<file path="src/rtl/load_store_unit.sv">
// Memory-access stage: ALU ops write back after 1 cycle; LDR/STR run one word access on a req/ready port.
// Loads write back the cycle after mem_ready; busy holds upstream in REQ/WB; misalignment and timeout pulse fault.
module load_store_unit #(
  parameter int unsigned TIMEOUT = 16,
  parameter int unsigned CNT_W   = 5
) (
  input  logic        clk,
  input  logic        rst_n,
  input  logic        in_valid,
  input  logic [1:0]  type_code,
  input  logic [31:0] alu_result,
  input  logic [31:0] store_data,
  input  logic [3:0]  rd,
  output logic        busy,
  output logic        mem_req,
  output logic        mem_we,
  output logic [31:0] mem_addr,
  output logic [31:0] mem_wdata,
  input  logic        mem_ready,
  input  logic [31:0] mem_rdata,
  output logic        wb_valid,
  output logic [3:0]  wb_rd,
  output logic [31:0] wb_data,
  output logic        fault
);

  typedef enum logic [1:0] {IDLE, REQ, WB} state_e;

  state_e             state_q, state_d;
  logic [31:0]        addr_q, addr_d;
  logic [31:0]        wdata_q, wdata_d;
  logic               we_q, we_d;
  logic [3:0]         rd_q, rd_d;
  logic [CNT_W-1:0]   cnt_q, cnt_d;
  logic               wb_valid_q, wb_valid_d;
  logic [3:0]         wb_rd_q, wb_rd_d;
  logic [31:0]        wb_data_q, wb_data_d;
  logic               fault_q, fault_d;

  always_comb begin
    state_d    = state_q;
    addr_d     = addr_q;
    wdata_d    = wdata_q;
    we_d       = we_q;
    rd_d       = rd_q;
    cnt_d      = cnt_q;
    wb_valid_d = 1'b0;
    wb_rd_d    = '0;
    wb_data_d  = '0;
    fault_d    = 1'b0;
    unique case (state_q)
      IDLE: begin
        if (in_valid) begin
          case (type_code)
            2'b00: begin
              wb_valid_d = 1'b1;
              wb_rd_d    = rd;
              wb_data_d  = alu_result;
            end
            2'b01, 2'b10: begin
              if (alu_result[1:0] != 2'b00) begin
                fault_d = 1'b1;
              end else begin
                addr_d  = {alu_result[31:2], 2'b00};
                wdata_d = store_data;
                we_d    = type_code[1];
                rd_d    = rd;
                cnt_d   = '0;
                state_d = REQ;
              end
            end
            default: ;
          endcase
        end
      end
      REQ: begin
        // A ready arriving on the last allowed cycle still completes normally.
        if (mem_ready) begin
          cnt_d = '0;
          if (we_q) begin
            state_d = IDLE;
          end else begin
            wb_valid_d = 1'b1;
            wb_rd_d    = rd_q;
            wb_data_d  = mem_rdata;
            state_d    = WB;
          end
        end else if (cnt_q == CNT_W'(TIMEOUT - 1)) begin
          fault_d = 1'b1;
          cnt_d   = '0;
          state_d = IDLE;
        end else begin
          cnt_d = cnt_q + CNT_W'(1);
        end
      end
      WB: state_d = IDLE;
      default: state_d = IDLE;
    endcase
  end

  always_ff @(posedge clk or negedge rst_n) begin
    if (!rst_n) begin
      state_q    <= IDLE;
      addr_q     <= '0;
      wdata_q    <= '0;
      we_q       <= 1'b0;
      rd_q       <= '0;
      cnt_q      <= '0;
      wb_valid_q <= 1'b0;
      wb_rd_q    <= '0;
      wb_data_q  <= '0;
      fault_q    <= 1'b0;
    end else begin
      state_q    <= state_d;
      addr_q     <= addr_d;
      wdata_q    <= wdata_d;
      we_q       <= we_d;
      rd_q       <= rd_d;
      cnt_q      <= cnt_d;
      wb_valid_q <= wb_valid_d;
      wb_rd_q    <= wb_rd_d;
      wb_data_q  <= wb_data_d;
      fault_q    <= fault_d;
    end
  end

  // Memory-side outputs are gated by state so they read zero outside REQ.
  assign busy      = (state_q != IDLE);
  assign mem_req   = (state_q == REQ);
  assign mem_we    = mem_req & we_q;
  assign mem_addr  = mem_req ? addr_q : '0;
  assign mem_wdata = (mem_req && we_q) ? wdata_q : '0;
  assign wb_valid  = wb_valid_q;
  assign wb_rd     = wb_rd_q;
  assign wb_data   = wb_data_q;
  assign fault     = fault_q;

endmodule

</file>
<file path="config.mk">
export PLATFORM = sky130hd
export DESIGN_NAME = load_store_unit
export DESIGN_NICKNAME = d
export VERILOG_FILES = /design/src/rtl/load_store_unit.sv
export SDC_FILE = /design/constraint.sdc
export NUM_CORES = 1
export LEC_CHECK = 0
export ABC_AREA = 0
export BUFFER_PORTS_ARGS = -buffer_cell sky130_fd_sc_hd__clkbuf_2
export CAP_MARGIN = 5
export CORE_MARGIN = 2
export CORE_UTILIZATION = 47
export DETAILED_ROUTE_END_ITERATION = 10
export GPL_TIMING_DRIVEN = 0
export PLACE_DENSITY = 0.8
export SYNTH_ARGS = -nofsm -noshare
export SYNTH_HDL_FRONTEND = slang
export SYNTH_SLANG_ARGS = --single-unit
export TNS_END_PERCENT = 1
</file>
<file path="constraint.sdc">
create_clock -name clk -period 2.2 [get_ports clk]
set_clock_uncertainty 0.2 [all_clocks]
set_input_delay 0.33 -clock clk [delete_from_list [all_inputs] [get_ports clk]]
set_output_delay 0.33 -clock clk [all_outputs]
set_load 0.01 [all_outputs]
</file>
==> results.json <==
{
  "gp_congestion": 0.7713,
  "grt_overflow_total": 0,
  "track_usage": 0.2744,
  "core_area_sq_um": 9774,
  "crit_required_ns": 1.67,
  "crit_fanout": 10,
  "drive_above_1_share": 0.4962,
  "clock_latency_ns": 0.37,
  "synth_edf_count": 0,
  "row_count": 36,
  "rr_worst_depth": 6,
  "slew_headroom": 0.4112,
  "power_mw": 5.135,
  "crit_family": "buffers and inverters",
  "grt_pass1_vias": 4502,
  "critPathKind": "reg -> out",
  "layout_commonest_cell": "clkbuf_2",
  "firstDrtPassIters": 4,
  "synthToLayoutAreaGrowth_pct": 50.19,
  "synth_ff_type": "dfrtp_1",
  "multiInputGateArea_sq_um": 1763,
  "avgSynthCellArea_sq_um": 13.98,
  "portBuffers": 208,
  "setup_viol_count_final": 0,
  "antenna_found_initial": 0,
  "sw_frac_of_total": 0.2787,
  "grt_start_max_net_pins": 113,
  "yosys_warnings": 0,
  "switchingPower_mw": 1.431,
  "finalHoldViolCount": 0,
  "synth_cells": 337,
  "cp_num_buf_inv": 3,
  "r2r_start": "state_q[1]",
  "hold_class": "in -> reg",
  "final_cells": 786,
  "fill_cells": 639,
  "postRouteWirelength_mm": 14.43,
  "via_count": 4056,
  "rsz0062_at_grt": "yes",
  "viasPerCell": 5.160,
  "p_seq_frac": 0.526,
  "grt_pass1_wl_mm": 23.17,
  "diodes": 0,
  "slew_violations": 0,
  "post-place-ws_ns": -0.01654,
  "status": "finished clean",
  "fin_crit_sh": 0.9687,
  "synth.cell_area_sq_um": 4712,
  "start_kind": "flop",
  "r2r_end": "wb_data[27]",
  "ir_drop_uv": 462.5,
  "ys_ff_latch": 112,
  "hp-start": "alu_result[22]",
  "seq_area_frac_synth": 0.5948,
  "final_cell_mix": "clkbuf_2, dfrtp_1, dlygate4sd3_1",
  "synthArstFlopShare": 1.000,
  "die_area_sq_um": 10840,
  "cts_root_buffer": "clkbuf_8",
  "cts_made_buffers": 9,
  "hold_depth": 2,
  "tightest_slew_ns": 0.8833,
  "finalNetCount": 756,
  "start_util": 0.4821,
  "synth_cell_types": 34,
  "intPower_mw": 3.704,
  "worst_setup_path_end_kind": "output pin",
  "final_util": 0.7240,
  "clock_sinks": 112,
  "reg2reg_slack_ns": 0.13,
  "power_density_nw_per_um2": 725.7,
  "drt_iter0_drc": 136,
  "die-height_um": 104.1,
  "wire_per_inst_um": 18.36,
  "dp_hpwl_mm": 8.772,
  "fmax_mhz": 469.2,
  "cpPeakStageDelay_ns": 0.41,
  "ant_nets": 0,
  "ios": 211,
  "drc": 0,
  "whs_endpoint": "addr_q[22]",
  "combPwrFrac": 0.224,
  "dp.cells": 679,
  "cts_max_path_buffers": 2,
  "period_minus_slack_ns": 2.131,
  "slowest_stage": "dfrtp_1",
  "layout_setup_ws_ns": 0.06881,
  "cp_data_arrival_time_ns": 1.60,
  "cellLeakagePower_nw": 3.868,
  "ff_latch_area_sq_um": 2803,
  "clockPowerShare": 0.250,
  "maxCapViolCount": 0,
  "cts_htree_levels": 3,
  "clk_pin_slew_worst_paths_ns": 0.12,
  "cts_tree": "yes",
  "path_cells": "nor2b_2, clkbuf_8, buf_4, and3_1, clkbuf_2",
  "die_w_um": 104.1
}
==> layer usage <==
metal  part of all wire  GRT usage  vias to the layer above
met5                  0          0                        -
met4              0.038     0.1361                        0
met2               0.52     0.4958                      201
li1                   -          -                     1814
met3              0.059    0.05514                       43
met1               0.38     0.3076                     1998
==> logic make-up (layout without fill, tap and decap cells) <==
| logic type | after synthesis | count (layout) | share of synthesized area |
|---|---|---|---|
| DFF | 112 | 112 | 0.5948 |
| buffers and inverters | 30 | 345 | 0.03239 |
| muxes | 67 | 67 | 0.1753 |
| other | 1 | 2 | 0.0007958 |
| AOI/OAI and AO/OA | 44 | 44 | 0.08073 |
| and+or+nand+nor | 79 | 79 | 0.1070 |
| xor gates and xnor gates | 2 | 2 | 0.003718 |
| adders and majority gates | 2 | 2 | 0.005310 |
==> repair_timing <==
action,in CTS,in global routing
hold endpoints to repair,197,0
endpoints found under the setup margin,64,54
gates resized for setup,13,12
hold buffers,89,0
pin swaps,0,0
setup buffers,2,0
==> state kept, by name, summed over array words and instances (netlist names) <==
signal	count
wb_rd	4
addr_q	30
wb_data	32
cnt_q	5
wb_valid	1
wdata_q	32
state_q	2
fault	1
we_q	1
rd_q	4
==> power by group through the flow <==
stage                     Sequential, mW  Combinational (mW)  Clock (mW)
after floorplan                     2.67               0.622           0
after global placement              2.69               0.944           0
after detailed placement            2.72               0.984           0
after CTS                           2.68                1.13        1.30
after global routing                2.75                1.25        1.39
final                               2.70                1.15        1.29
==> synth_stat cells (2+ instances only) <==
cell        n  area [sq um]
dfrtp_1   112          2803
mux2_2     48         540.5
a22o_1     37         324.1
and3_1     33         206.5
and2_1     31         193.9
mux2_4     19         285.3
buf_2      11         55.05
clkbuf_1   11         41.29
buf_4       3         22.52
inv_1       3         11.26
buf_6       2         22.52
ha_1        2         25.02
nand2_1     2         7.510
nand3_1     2         10.01
xor2_1      2         17.52
==> worst max path at each step <==
stage,from,end,slack (ns),depth (start not counted)
after floorplan,state_q[0],mem_addr[23],0.42,4
after detailed placement,state_q[0],mem_addr[16],-0.02,5
after global placement,rst_n,wdata_q[15],-0.92,1
after global routing,state_q[1],mem_addr[11],-0.03,5
after CTS,state_q[1],mem_wdata[14],0.01,5
final,state_q[1],mem_wdata[13],0.07,5
==> through the flow <==
stage | cell area, sq um | hold slack [ns] | TNS (ns)
final | 7077 | 0.01134 | 0
after global routing | 7077 | 0.006523 | -0.1537
after CTS | 7069 | 0.0009068 | 0
after detailed placement | 5932 | 0.2743 | -0.06310
after global placement | 5923 | 0.2660 | -102.44
after floorplan | 4716 | -0.1656 | 0
==> cell type report <==
class | instances | area share
tap | 133 | 0.02351
sequential | 112 | 0.3960
inverter | 3 | 0.001591
multi-input combinational | 196 | 0.2491
clock inverter | 7 | 0.01132
buffer | 27 | 0.02458
timing repair buffer | 299 | 0.2763
clock buffer | 9 | 0.01750
Note: power is estimated with default switching activity, not from simulation.
